$ cat config.mk
export PLATFORM = sky130hd
export DESIGN_NAME = map_ss_seq_flat
export DESIGN_NICKNAME = d
export VERILOG_FILES = /design/src/rtl/map_ss_pkg.sv /design/src/rtl/map_ss_seq_if.sv /design/src/rtl/map_ss_timer.sv /design/src/rtl/map_ss_seq.sv /design/src/flat_wrapper.sv
export SDC_FILE = /design/constraint.sdc
export NUM_CORES = 1
export LEC_CHECK = 0
export ABC_AREA = 0
export BUFFER_PORTS_ARGS = -buffer_cell sky130_fd_sc_hd__buf_4
export CELL_PAD_IN_SITES_DETAIL_PLACEMENT = 0
export CELL_PAD_IN_SITES_GLOBAL_PLACEMENT = 1
export CORE_ASPECT_RATIO = 2
export CORE_MARGIN = 4
export CORE_UTILIZATION = 34
export CTS_CLUSTER_DIAMETER = 80
export DETAILED_ROUTE_END_ITERATION = 8
export PLACE_DENSITY = 0.83
export SLEW_MARGIN = 20
export SYNTH_ARGS = -nofsm -noshare
export SYNTH_HDL_FRONTEND = slang
export SYNTH_HIERARCHICAL = 1
export SYNTH_SLANG_ARGS = --single-unit
$ cat constraint.sdc
create_clock -name clk -period 1.8 [get_ports clk]
set_clock_uncertainty 0.05 [all_clocks]
set_input_delay 0.09 -clock clk [delete_from_list [all_inputs] [get_ports clk]]
set_output_delay 0.09 -clock clk [all_outputs]
set_load 0.005 [all_outputs]
$ cat src/rtl/map_ss_pkg.sv
// map_ss_pkg: shared types and defaults for the mapper save-state sequencer.
//   state_e         - sequencer FSM states
//   SS_LEN_DEF      - default snapshot length in bytes
//   WE_LEN_DEF      - default restore write-strobe length in cycles
//   RD_LAT_DEF      - default mapper readback latency in cycles
//   wait_cnt_width  - width of the shared wait counter for given latencies
package map_ss_pkg;

  localparam int unsigned SS_LEN_DEF = 128;
  localparam int unsigned WE_LEN_DEF = 4;
  localparam int unsigned RD_LAT_DEF = 1;

  typedef enum logic [2:0] {
    IDLE,
    SV_ADDR,
    SV_WR,
    LD_REQ,
    LD_SETUP,
    LD_WE,
    LD_HOLD,
    FIN
  } state_e;

  // One counter serves both the readback wait and the write-strobe wait,
  // so it must hold the larger of the two.
  function automatic int unsigned wait_cnt_width(input int unsigned rd_lat,
                                                 input int unsigned we_len);
    int unsigned m;
    m = (rd_lat > we_len) ? rd_lat : we_len;
    return $clog2(m + 1);
  endfunction

endpackage

$ cat src/rtl/map_ss_seq_if.sv
// map_ss_seq_if: save-state port towards the active mapper plus the
// snapshot memory request port.
//   ss_act/ss_we/ss_addr/ss_wdat  - sequencer -> mapper
//   ss_rdat                       - mapper -> sequencer readback
//   mem_req/mem_wr/mem_addr/mem_wdat - sequencer -> snapshot memory
//   mem_rdat/mem_ack              - snapshot memory -> sequencer
// master: the sequencer side; slave: the mapper/memory side.
interface map_ss_seq_if;

  logic       ss_act;
  logic       ss_we;
  logic [7:0] ss_addr;
  logic [7:0] ss_wdat;
  logic [7:0] ss_rdat;

  logic       mem_req;
  logic       mem_wr;
  logic [7:0] mem_addr;
  logic [7:0] mem_wdat;
  logic [7:0] mem_rdat;
  logic       mem_ack;

  modport master (
    output ss_act, ss_we, ss_addr, ss_wdat,
    input  ss_rdat,
    output mem_req, mem_wr, mem_addr, mem_wdat,
    input  mem_rdat, mem_ack
  );

  modport slave (
    input  ss_act, ss_we, ss_addr, ss_wdat,
    output ss_rdat,
    input  mem_req, mem_wr, mem_addr, mem_wdat,
    output mem_rdat, mem_ack
  );

endinterface

$ cat src/rtl/map_ss_timer.sv
// map_ss_timer: loadable down-counter with a terminal-count flag.
//   clk       - system clock
//   rst_n     - synchronous active-low reset
//   load      - load load_val this edge (takes priority over counting)
//   load_val  - value loaded; zero is reached load_val cycles later
//   zero      - counter is at terminal count
// The counter parks at zero rather than wrapping.
module map_ss_timer #(
  parameter int unsigned CNT_W = 3
) (
  input  logic             clk,
  input  logic             rst_n,
  input  logic             load,
  input  logic [CNT_W-1:0] load_val,
  output logic             zero
);

  logic [CNT_W-1:0] cnt_q, cnt_d;

  always_comb begin
    cnt_d = cnt_q;
    if (load) begin
      cnt_d = load_val;
    end else if (cnt_q != '0) begin
      cnt_d = cnt_q - 1'b1;
    end
  end

  always_ff @(posedge clk) begin
    if (!rst_n) begin
      cnt_q <= '0;
    end else begin
      cnt_q <= cnt_d;
    end
  end

  assign zero = (cnt_q == '0);

endmodule

$ cat src/rtl/map_ss_seq.sv
// map_ss_seq: save-state sequencer, initiator side of the mapper save-state
// port. A save walks ss_addr 0..SS_LEN-1, samples ss_rdat and writes each
// byte to snapshot memory; a load reads each byte back and replays it into
// the mapper with an ss_we strobe of WE_LEN cycles.
//   clk, rst_n             - system clock, synchronous active-low reset
//   start_save, start_load - 1-cycle command pulses (save wins a tie)
//   abort                  - return to IDLE on the next edge
//   busy                   - high in every non-IDLE state
//   done                   - 1-cycle pulse on normal completion
//   bus                    - mapper save-state port and snapshot memory port
//
// state    | meaning
// ---------+-----------------------------------------------------------
// IDLE     | waiting for a command
// SV_ADDR  | ss_addr driven, waiting RD_LAT cycles for ss_rdat
// SV_WR    | writing captured byte to snapshot memory, waiting for ack
// LD_REQ   | reading byte idx from snapshot memory, waiting for ack
// LD_SETUP | ss_addr/ss_wdat presented one cycle ahead of the strobe
// LD_WE    | ss_we high for WE_LEN cycles
// LD_HOLD  | ss_we low, address/data held one more cycle
// FIN      | done pulse, ss_act low
module map_ss_seq
  import map_ss_pkg::*;
#(
  parameter int unsigned SS_LEN = SS_LEN_DEF,
  parameter int unsigned RD_LAT = RD_LAT_DEF,
  parameter int unsigned WE_LEN = WE_LEN_DEF
) (
  input  logic            clk,
  input  logic            rst_n,
  input  logic            start_save,
  input  logic            start_load,
  input  logic            abort,
  output logic            busy,
  output logic            done,
  map_ss_seq_if.master    bus
);

  localparam int unsigned      CNT_W    = wait_cnt_width(RD_LAT, WE_LEN);
  localparam logic [CNT_W-1:0] RD_LOAD  = CNT_W'(RD_LAT - 1);
  localparam logic [CNT_W-1:0] WE_LOAD  = CNT_W'(WE_LEN - 1);
  localparam logic [7:0]       LAST_IDX = 8'(SS_LEN - 1);

  state_e           state_q, state_d;
  logic [7:0]       idx_q, idx_d;
  logic [7:0]       ss_addr_q, ss_addr_d;
  logic [7:0]       ss_wdat_q, ss_wdat_d;
  logic [7:0]       mem_wdat_q, mem_wdat_d;

  logic             tmr_load;
  logic [CNT_W-1:0] tmr_val;
  logic             tmr_zero;

  logic             last_idx;

  assign last_idx = (idx_q == LAST_IDX);

  map_ss_timer #(
    .CNT_W (CNT_W)
  ) u_timer (
    .clk      (clk),
    .rst_n    (rst_n),
    .load     (tmr_load),
    .load_val (tmr_val),
    .zero     (tmr_zero)
  );

  // ss_addr is a separate register from idx so that it only moves on
  // SV_ADDR / LD_SETUP entry; idx advances earlier, on LD_HOLD exit.
  always_comb begin
    state_d    = state_q;
    idx_d      = idx_q;
    ss_addr_d  = ss_addr_q;
    ss_wdat_d  = ss_wdat_q;
    mem_wdat_d = mem_wdat_q;
    tmr_load   = 1'b0;
    tmr_val    = RD_LOAD;

    if (abort) begin
      state_d = IDLE;
    end else begin
      unique case (state_q)
        IDLE: begin
          if (start_save) begin
            state_d   = SV_ADDR;
            idx_d     = 8'd0;
            ss_addr_d = 8'd0;
            tmr_load  = 1'b1;
            tmr_val   = RD_LOAD;
          end else if (start_load) begin
            state_d = LD_REQ;
            idx_d   = 8'd0;
          end
        end

        SV_ADDR: begin
          if (tmr_zero) begin
            mem_wdat_d = bus.ss_rdat;
            state_d    = SV_WR;
          end
        end

        SV_WR: begin
          if (bus.mem_ack) begin
            if (last_idx) begin
              state_d = FIN;
            end else begin
              idx_d     = idx_q + 8'd1;
              ss_addr_d = idx_q + 8'd1;
              tmr_load  = 1'b1;
              tmr_val   = RD_LOAD;
              state_d   = SV_ADDR;
            end
          end
        end

        LD_REQ: begin
          if (bus.mem_ack) begin
            ss_wdat_d = bus.mem_rdat;
            ss_addr_d = idx_q;
            state_d   = LD_SETUP;
          end
        end

        LD_SETUP: begin
          tmr_load = 1'b1;
          tmr_val  = WE_LOAD;
          state_d  = LD_WE;
        end

        LD_WE: begin
          if (tmr_zero) begin
            state_d = LD_HOLD;
          end
        end

        LD_HOLD: begin
          if (last_idx) begin
            state_d = FIN;
          end else begin
            idx_d   = idx_q + 8'd1;
            state_d = LD_REQ;
          end
        end

        FIN: begin
          state_d = IDLE;
        end

        default: begin
          state_d = IDLE;
        end
      endcase
    end
  end

  always_ff @(posedge clk) begin
    if (!rst_n) begin
      state_q    <= IDLE;
      idx_q      <= 8'd0;
      ss_addr_q  <= 8'd0;
      ss_wdat_q  <= 8'd0;
      mem_wdat_q <= 8'd0;
    end else begin
      state_q    <= state_d;
      idx_q      <= idx_d;
      ss_addr_q  <= ss_addr_d;
      ss_wdat_q  <= ss_wdat_d;
      mem_wdat_q <= mem_wdat_d;
    end
  end

  // Control outputs decode straight from the registered state, so abort
  // and reset drop them on the same edge that returns the FSM to IDLE.
  assign busy         = (state_q != IDLE);
  assign done         = (state_q == FIN);
  assign bus.ss_act   = (state_q != IDLE) && (state_q != FIN);
  assign bus.ss_we    = (state_q == LD_WE);
  assign bus.ss_addr  = ss_addr_q;
  assign bus.ss_wdat  = ss_wdat_q;
  assign bus.mem_req  = (state_q == SV_WR) || (state_q == LD_REQ);
  assign bus.mem_wr   = (state_q == SV_WR);
  assign bus.mem_addr = idx_q;
  assign bus.mem_wdat = mem_wdat_q;

endmodule

$ cat src/flat_wrapper.sv
// flat-port wrapper written by rule: the top's interface ports become plain ports
module map_ss_seq_flat import map_ss_pkg::*;
#(
  parameter int unsigned SS_LEN = SS_LEN_DEF,
  parameter int unsigned RD_LAT = RD_LAT_DEF,
  parameter int unsigned WE_LEN = WE_LEN_DEF
)
  (clk, rst_n, start_save, start_load, abort, busy, done, bus_ss_act, bus_ss_we, bus_ss_addr, bus_ss_wdat, bus_ss_rdat, bus_mem_req, bus_mem_wr, bus_mem_addr, bus_mem_wdat, bus_mem_rdat, bus_mem_ack);
  map_ss_seq_if bus_i ();
  input  logic clk;
  input  logic rst_n;
  input  logic start_save;
  input  logic start_load;
  input  logic abort;
  output logic busy;
  output logic done;
  output wire logic [$bits(bus_i.ss_act)-1:0] bus_ss_act;
  output wire logic [$bits(bus_i.ss_we)-1:0] bus_ss_we;
  output wire logic [$bits(bus_i.ss_addr)-1:0] bus_ss_addr;
  output wire logic [$bits(bus_i.ss_wdat)-1:0] bus_ss_wdat;
  input wire logic [$bits(bus_i.ss_rdat)-1:0] bus_ss_rdat;
  output wire logic [$bits(bus_i.mem_req)-1:0] bus_mem_req;
  output wire logic [$bits(bus_i.mem_wr)-1:0] bus_mem_wr;
  output wire logic [$bits(bus_i.mem_addr)-1:0] bus_mem_addr;
  output wire logic [$bits(bus_i.mem_wdat)-1:0] bus_mem_wdat;
  input wire logic [$bits(bus_i.mem_rdat)-1:0] bus_mem_rdat;
  input wire logic [$bits(bus_i.mem_ack)-1:0] bus_mem_ack;
  assign bus_ss_act = bus_i.ss_act;
  assign bus_ss_we = bus_i.ss_we;
  assign bus_ss_addr = bus_i.ss_addr;
  assign bus_ss_wdat = bus_i.ss_wdat;
  assign bus_i.ss_rdat = bus_ss_rdat;
  assign bus_mem_req = bus_i.mem_req;
  assign bus_mem_wr = bus_i.mem_wr;
  assign bus_mem_addr = bus_i.mem_addr;
  assign bus_mem_wdat = bus_i.mem_wdat;
  assign bus_i.mem_rdat = bus_mem_rdat;
  assign bus_i.mem_ack = bus_mem_ack;
  map_ss_seq #(.SS_LEN(SS_LEN), .RD_LAT(RD_LAT), .WE_LEN(WE_LEN)) u_core (.clk(clk), .rst_n(rst_n), .start_save(start_save), .start_load(start_load), .abort(abort), .busy(busy), .done(done), .bus(bus_i));
endmodule
==> results of run 1 <==
==> worst max path at each step <==
stage                                 from  cells past startpoint                      end  slack, ns
CTS                 u_core/bus.mem_addr[0]                      7  u_core/u_timer/cnt_q[1]       0.04
floorplan           u_core/bus.mem_addr[1]                      7  u_core/u_timer/cnt_q[0]       0.02
detailed placement  u_core/bus.mem_addr[0]                      7  u_core/u_timer/cnt_q[1]       0.05
global placement    u_core/bus.mem_addr[0]                      7  u_core/u_timer/cnt_q[1]       0.10
global route        u_core/bus.mem_addr[1]                      7  u_core/u_timer/cnt_q[1]      -0.08
finish              u_core/bus.mem_addr[1]                      7  u_core/u_timer/cnt_q[1]       0.04
==> power by group <==
part	leakage, nW	switching, mW	internal (mW)
Sequential	0.308	0.0266	0.873
Combinational	0.905	0.194	0.197
Clock	0.0940	0.364	0.796
Total	1.31	0.585	1.87
==> cell usage after synthesis (2+ instances only) <==
master | n | area (µm²)
dfxtp_1 | 38 | 761
mux2i_1 | 21 | 210
nor2b_1 | 21 | 131
nand2_1 | 14 | 52.6
nor2_1 | 12 | 45.0
nor3_1 | 10 | 50.1
inv_1 | 8 | 30.0
buf_2 | 7 | 35.0
o21ai_0 | 7 | 35.0
clkbuf_1 | 5 | 18.8
nand3_1 | 5 | 25.0
xnor2_1 | 5 | 43.8
nand2b_1 | 4 | 25.0
a21oi_1 | 3 | 15.0
a31oi_1 | 3 | 18.8
and3_1 | 3 | 18.8
ha_1 | 3 | 37.5
nor4b_1 | 3 | 26.3
o21a_1 | 3 | 22.5
o311ai_0 | 3 | 26.3
o31ai_1 | 3 | 22.5
or3_1 | 3 | 18.8
a2111oi_1 | 2 | 20.0
a211o_1 | 2 | 17.5
a211oi_1 | 2 | 15.0
a21oi_2 | 2 | 17.5
buf_6 | 2 | 22.5
nor2b_2 | 2 | 17.5
nor3_4 | 2 | 32.5
o211ai_1 | 2 | 15.0
o311a_1 | 2 | 20.0
or4_1 | 2 | 15.0
==> registers in the layout, indices dropped and copies added (netlist names) <==
signal and count:
u_core/bus.mem_addr 8, u_core/bus.mem_wdat 8, u_core/bus.ss_addr 8, u_core/bus.ss_wdat 8
u_core/state_q 3, u_core/u_timer/cnt_q 3
==> area by class of cell <==
| type | instances | area, µm² | area share [%] |
|---|---|---|---|
| Multi-Input combinational cell | 169 | 1250 | 42.9 |
| Sequential cell | 38 | 763 | 26.2 |
| Timing Repair Buffer | 80 | 601 | 20.6 |
| Clock buffer | 5 | 125 | 4.29 |
| Tap cell | 63 | 78.8 | 2.70 |
| Clock inverter | 3 | 68.8 | 2.36 |
| Inverter | 8 | 30.0 | 1.03 |
==> cell families (layout without fill, tap and decap cells) <==
logic type	after synthesis	after routing
flops	38	38
buf+inv	22	96
simple gates	95	95
xor+xnor	5	5
other cells	1	1
mux	22	22
compound gates	43	43
fa+ha+maj	3	3
==> per-layer routing <==
metal,share of wire [%],global-route usage (%),up-vias,routed length (µm)
met5,0,0,-,0
met4,2.0,6.22,0,108
met3,3.6,2.83,7,198
met2,57,28.6,41,3140
met1,37,14.9,889,2020
li1,-,-,967,-
==> timing repair <==
item	4_1_cts	5_1_grt
resized for setup	0	5
hold buffers	0	0
setup endpoints to repair	0	2
==> worst min-delay path, cell delays in order <==
cell and delay, ns:
buf_4 0.08, mux2i_1 0.05, nor2b_1 0.09
==> per-stage QoR <==
stage	hold slack, ns	cells	instance area, µm²	power (mW)	TNS [ns]
2_1_floorplan	0.171	229	2100	1.15	0
3_3_place_gp	0.295	358	2710	1.28	0
3_5_place_dp	0.305	358	2710	1.29	0
4_1_cts	0.0127	366	2900	2.46	0
5_1_grt	0.0159	366	2920	2.57	-0.0784
6_report	0.0153	366	2920	2.45	0
==> flow_summary.ini, run 1 <==
[routing]
drc = 0
ant_nets = 0
firstDrtPassIters = 4
wl_um = 5460
vias_per_cell = 5.20
wl_per_cell_um = 14.9
vias = 1904
drt-initial-drc-count = 49

[cts]
clkSinkCount = 38
cts_max_level = 2
clkLatencyLatePin_ns = 0.28
cts_setup_buffers = 0
cts.reportedPaths.clkPinSlew_ns = 0.06
cts_tree = built
numCtsBuffers = 5
cts_buffer_depth = 2
clockRootBuffer = clkbuf_16

[min_path]
min_path_type = in -> reg
holdPathEnd = u_core/bus.mem_wdat[4]
min-delay-start = bus_ss_rdat[4]
hold_depth = 3

[timing]
max_freq_mhz = 569
setup_viol = 0
hold_viol = 0
worst_slack_ns = 0.0422
slew_violations = 0
period_share_pct = 97.7
period_needed_ns = 1.76

[floorplanning]
ios = 60
coreArea_um2 = 6010
fp-row-count = 40
initial_core_util_pct = 34.8
die_x_um = 63.4
dieHeight_um = 119
die-area_um2 = 7540

[critical_path]
cpPeakStageDelay_ns = 0.43
critPathLaunchType = flip-flop
reg2regPathDepth = 7
worstSetupPathType = reg -> reg
cp_max_fo = 8
cp.arrival_ns = 1.85
required_ns = 1.90
r2r_slack_ns = 0.04
path_cells = ha_2 -> nand3_4 -> nor2_4 -> nand3b_1 -> a21oi_4 -> nor4b_1 -> a2111oi_2
path_delay_family = simple AND/OR/NAND/NOR gates
worst_r2r_startpoint = u_core/bus.mem_addr[1]
rr_endpoint = u_core/u_timer/cnt_q[1]
slowest_stage = nor4b_1
crit_buf_inv = 0
crit_path_end_kind = flip-flop

[cells_and_area]
drive_gt1_share_pct = 35.0
num_antenna_cells = 0
final_cell_mix = 80 x buf_4, 36 x dfxtp_1, 21 x nor2b_1, 21 x mux2i_1, 14 x nand2_1
syn2layout_area_growth_pct = 39.6
utilization_pct = 48.6
nets = 327
fillers = 594
final_common_cell = buf_4

[yosys]
synth_cell_types = 57
synth-main-ff-cell = dfxtp_1
syn_area_um2 = 2090
synth_compound_area_share_pct = 15.8
synth_fa_ha_area_share_pct = 1.80
synth_xor_area_share_pct = 2.10
synth-seq-area-share_pct = 36.4
synth_top_family_by_area = simple AND/OR/NAND/NOR gates
post_synth.cell_area_avg_um2 = 9.12
syn_nets = 254
synth_edf_count = 0
synth-simple-area-share_pct = 28.0
syn-instance-count = 229
synthMuxAreaShare_pct = 10.6
synth_seq_cells = 38
synthArstFlopShare_pct = 0
ys_warn_count = 6

[grt]
globalRouteTotalUtil_pct = 14.8
grt_max_degree = 23
overflow = 0
grt_pass1_vias = 1838
grt_first_pass_wirelength_um = 8850
antenna_found_initial = 0

[power_and_ir_drop]
peakVddDrop_mv = 0.488
power_density_nw_per_um2 = 840
leakagePower_nw = 1.31

[job]
drv_cap = 0

[place]
io_buffers = 59
dp_hpwl_um = 4280
place_ws_ns = 0.0548
gp_congestion = 0.826

[outcome]
status = complete, no violations
No activity file was read; power rests on OpenSTA's default activity.
==> inputs of run 2 (changes only) <==
- CAP_MARGIN: unset -> 30
- GPL_TIMING_DRIVEN: unset -> 0
==> flow_summary.ini, run 2 (synthesis gave the netlist of run 1 again) <==
[grt]
globalRouteTotalUtil_pct = 14.8
grt_pass1_vias = 1944
overflow = 0
grt_first_pass_wirelength_um = 8950
antenna_found_initial = 0
grt_max_degree = 13

[job]
drv_cap = 0

[routing]
drt-initial-drc-count = 23
vias = 1922
ant_nets = 0
drc = 0
wl_um = 5460
wl_per_cell_um = 15.0
firstDrtPassIters = 4
vias_per_cell = 5.27

[critical_path]
required_ns = 1.66
worstSetupPathType = reg -> out
critPathLaunchType = flip-flop
crit_path_end_kind = output port
path_cells = buf_2 -> buf_2 -> and3_1 -> nor2b_1 -> buf_4
cpMostUsedCell = buf_2
cp.arrival_ns = 1.57
cpPeakStageDelay_ns = 0.40
cp_max_fo = 10
slowest_stage = dfxtp_1

[cells_and_area]
syn2layout_area_growth_pct = 37.5
final_cell_mix = 66 x buf_4, 33 x dfxtp_1, 21 x nor2b_1, 21 x mux2i_1, 14 x nand2_1
num_antenna_cells = 0
drive_gt1_share_pct = 35.1
final_common_cell = buf_4
nets = 326

[place]
dp_hpwl_um = 4210
io_buffers = 59
gp_congestion = 0.826
place_ws_ns = -0.222

[floorplanning]
initial_core_util_pct = 34.8
coreArea_um2 = 6010
ios = 60
die_x_um = 63.4
die-area_um2 = 7540
fp-row-count = 40
dieHeight_um = 119

[timing]
rsz0062_at_grt = true
worst_slack_ns = 0.0858
slew_violations = 0
hold_viol = 0
period_needed_ns = 1.71
period_share_pct = 95.2
setup_viol = 0
max_freq_mhz = 583

[cts]
cts.reportedPaths.clkPinSlew_ns = 0.06
clkLatencyLatePin_ns = 0.28
clockRootBuffer = clkbuf_16
numCtsBuffers = 5
cts_max_level = 2
cts_tree = built
cts_buffer_depth = 2
clkSinkCount = 38

[min_path]
min_path_type = in -> reg

[power_and_ir_drop]
peakVddDrop_mv = 0.530
p_total_mw = 2.16
power_density_nw_per_um2 = 751
leakagePower_nw = 1.27

[outcome]
status = complete, no violations
==> run 2: cell count changes in the layout (fill, tap and decap cells not counted), moves of 2 or more <==
cell	before	now
buf_4	80	66
buf_2	0	6
clkbuf_1	0	4
dfxtp_1	36	33
buf_6	0	2
bufinv_16	2	0
dfxtp_2	2	4
nor4b_1	3	1
nor4b_2	0	2
==> run 2: final timing paths <==
check                         startpoint                 endpoint  slack [ns]  depth (start not counted)
setup / recovery       u_core/state_q[0]               bus_ss_act        0.09                          5
hold / removal            bus_ss_rdat[5]   u_core/bus.mem_wdat[5]        0.02                          3
setup reg to reg  u_core/bus.mem_addr[0]  u_core/u_timer/cnt_q[1]        0.10                          7
hold reg to reg    u_core/bus.ss_addr[0]    u_core/bus.ss_addr[0]        0.42                          2
==> run 2: layout make-up <==
type                            instances  area [µm²]
Fill cell                             619        3130
Inverter                                8        30.0
Tap cell                               63        78.8
Multi-Input combinational cell        169        1280
Clock buffer                            6         139
Clock inverter                          2        12.5
Timing Repair Buffer                   65         488
Buffer                                 14        80.1
Sequential cell                        38         769
==> run 2: through the flow <==
step	utilization, %	std cells	hold slack, ns	area, µm²	TNS, ns
finish	47.9	365	0.0199	2870	0
detailed placement	43.7	351	0.303	2620	-0.516
global placement	43.7	351	0.296	2620	-0.469
floorplan	-	229	0.171	2100	0
CTS	46.9	361	0.0153	2820	0
global route	47.9	365	0.0302	2870	-0.00647
==> run 2: per-layer routing <==
| metal | track usage [%] | up-vias | routed length [µm] |
|---|---|---|---|
| met5 | 0 | - | 0 |
| met4 | 8.66 | 0 | 187 |
| met3 | 3.02 | 12 | 223 |
| met2 | 27.7 | 52 | 3110 |
| met1 | 14.5 | 890 | 1940 |
| li1 | - | 968 | - |
==> run 2: report_power, final <==
group,internal (mW),leakage [nW],total [mW],switching (mW)
Sequential,0.872,0.310,0.898,0.0264
Clock,0.548,0.0729,0.875,0.327
Combinational,0.192,0.886,0.386,0.194
Total,1.61,1.27,2.16,0.548
==> run 2: what timing repair did <==
action,CTS,global route
gates resized for setup,5,11
hold buffers,0,0
buffers inserted,2,4
pin swaps,2,6
setup endpoints to repair,3,4
==> run 2: critical path, delay by kind of cell, from the launching register on <==
family / cells / cell delay (ns)
DFF: 1 / 0.40
and+or+nand+nor: 2 / 0.26
buffers and inverters: 3 / 0.64
==> inputs of run 3 (changes only) <==
- CORE_ASPECT_RATIO: 2 -> unset
==> flow_summary.ini, run 3 (synthesis gave the netlist of run 1 again) <==
[cts]
numCtsBuffers = 5
cts.reportedPaths.clkPinSlew_ns = 0.08
clkSinkCount = 38
cts_max_level = 2
clockRootBuffer = clkbuf_8
cts_tree = built
clkLatencyLatePin_ns = 0.29
cts_buffer_depth = 2

[grt]
grt_max_degree = 13
overflow = 0
globalRouteTotalUtil_pct = 14.6
grt_first_pass_wirelength_um = 8740
antenna_found_initial = 0
grt_pass1_vias = 1847

[critical_path]
cp.arrival_ns = 1.90
cp_max_fo = 8
path_cells = ha_4 -> nand3_4 -> nor2_4 -> nand3b_1 -> a21oi_4 -> nor4b_1 -> a2111oi_1
worstSetupPathType = reg -> reg
crit_path_end_kind = flip-flop
required_ns = 1.93
slowest_stage = dfxtp_4
cpPeakStageDelay_ns = 0.38
critPathLaunchType = flip-flop

[cells_and_area]
final_common_cell = buf_4
num_antenna_cells = 0
syn2layout_area_growth_pct = 36.2
final_cell_mix = 65 x buf_4, 34 x dfxtp_1, 21 x nor2b_1, 21 x mux2i_1, 14 x nand2_1
postLayoutCellArea_um2 = 2850
nets = 327
utilization_pct = 47.8
drive_gt1_share_pct = 33.3

[routing]
wl_um = 5300
drc = 0
drt-initial-drc-count = 62
firstDrtPassIters = 4
wl_per_cell_um = 14.0
vias_per_cell = 4.94
vias = 1868
ant_nets = 0

[timing]
slew_violations = 0
rsz0062_at_grt = true
worst_slack_ns = 0.0247
hold_slack_ns = 0.00802
period_share_pct = 98.6
period_needed_ns = 1.78
max_freq_mhz = 563
setup_viol = 0
hold_viol = 0

[power_and_ir_drop]
combPwrFrac_pct = 20.1
peakVddDrop_mv = 0.282
pwr-share-seq_pct = 47.3
p_sw_mw = 0.520
power_frac_clock_pct = 32.6
leakagePower_nw = 1.25
power_density_nw_per_um2 = 665
p_total_mw = 1.89
p_int_mw = 1.37
switching_share_pct = 27.5

[place]
gp_congestion = 0.840
dp_hpwl_um = 3910
dpl-instance-area_um2 = 2640
place_ws_ns = -0.201
io_buffers = 59

[floorplanning]
coreArea_um2 = 5960
dieHeight_um = 86.4
die_x_um = 86.4
ios = 60
die-area_um2 = 7460
fp-row-count = 28
initial_core_util_pct = 35.1

[job]
drv_cap = 0

[outcome]
status = complete, no violations

[min_path]
min_path_type = in -> reg
==> run 3: cell types whose count changed in the layout (fill, tap and decap cells not counted) <==
cell           delta
dfxtp_2           -1
clkbuf_16         -5
buf_2             -3
nor2_2            -1
buf_4             -1
nor2_1            +1
a2111oi_2         -1
dlygate4sd3_1     +3
dfxtp_1           +1
clkbuf_4          +2
a2111oi_1         +1
clkbuf_8          +5
==> run 3: repair_timing <==
item,in CTS,in global routing
hold buffers,3,0
pin swaps,2,5
endpoints found under the setup margin,3,10
setup buffers,2,2
endpoints found under the hold margin,3,0
gates resized for setup,4,13
==> run 3: cell type report <==
| type | instances | area (µm²) |
|---|---|---|
| fill | 606 | 3110 |
| multi-input combinational | 169 | 1270 |
| sequential | 38 | 768 |
| timing repair buffer | 66 | 503 |
| tap | 75 | 93.8 |
| buffer | 14 | 87.6 |
| clock buffer | 6 | 82.6 |
| inverter | 8 | 30.0 |
| clock inverter | 2 | 12.5 |
==> run 3: path summary, 6_finish.rpt <==
kind	from	endpoint	slack, ns	cells past startpoint
hold reg to reg	u_core/bus.ss_addr[1]	u_core/bus.ss_addr[1]	0.42	2
setup reg to reg	u_core/bus.mem_addr[0]	u_core/u_timer/cnt_q[1]	0.02	7
setup / recovery	u_core/bus.mem_addr[0]	u_core/u_timer/cnt_q[1]	0.02	7
hold / removal	bus_ss_rdat[1]	u_core/bus.mem_wdat[1]	0.008	3
==> run 3: metal layers <==
metal / GRT usage [%] / share of wire, % / up-vias
met3: 3.90 / 5.9 / 7
met5: 0 / 0 / -
met4: 4.53 / 0.94 / 0
li1: - / - / 969
met2: 23.6 / 48 / 48
met1: 19.0 / 45 / 844
==> run 3: metrics by stage <==
stage,instances,TNS (ns)
floorplan,229,0
global placement,363,-0.416
detailed placement,363,-0.485
CTS,376,0
global route,378,-0.163
finish,378,0
==> run 3: power by group through the flow <==
stage / clock [mW] / combinational (mW) / sequential, mW
after floorplan: 0 / 0.243 / 0.909
after global placement: 0 / 0.358 / 0.912
after detailed placement: 0 / 0.364 / 0.913
after CTS: 0.647 / 0.375 / 0.894
after global routing: 0.667 / 0.428 / 0.899
final: 0.617 / 0.381 / 0.895
==> run 3: critical path: cells and delay by family, from the launching register on <==
kind | cells | cell delay (ns)
fa+ha+maj | 1 | 0.17
flops | 1 | 0.38
simple gates | 4 | 0.43
compound gates | 2 | 0.63
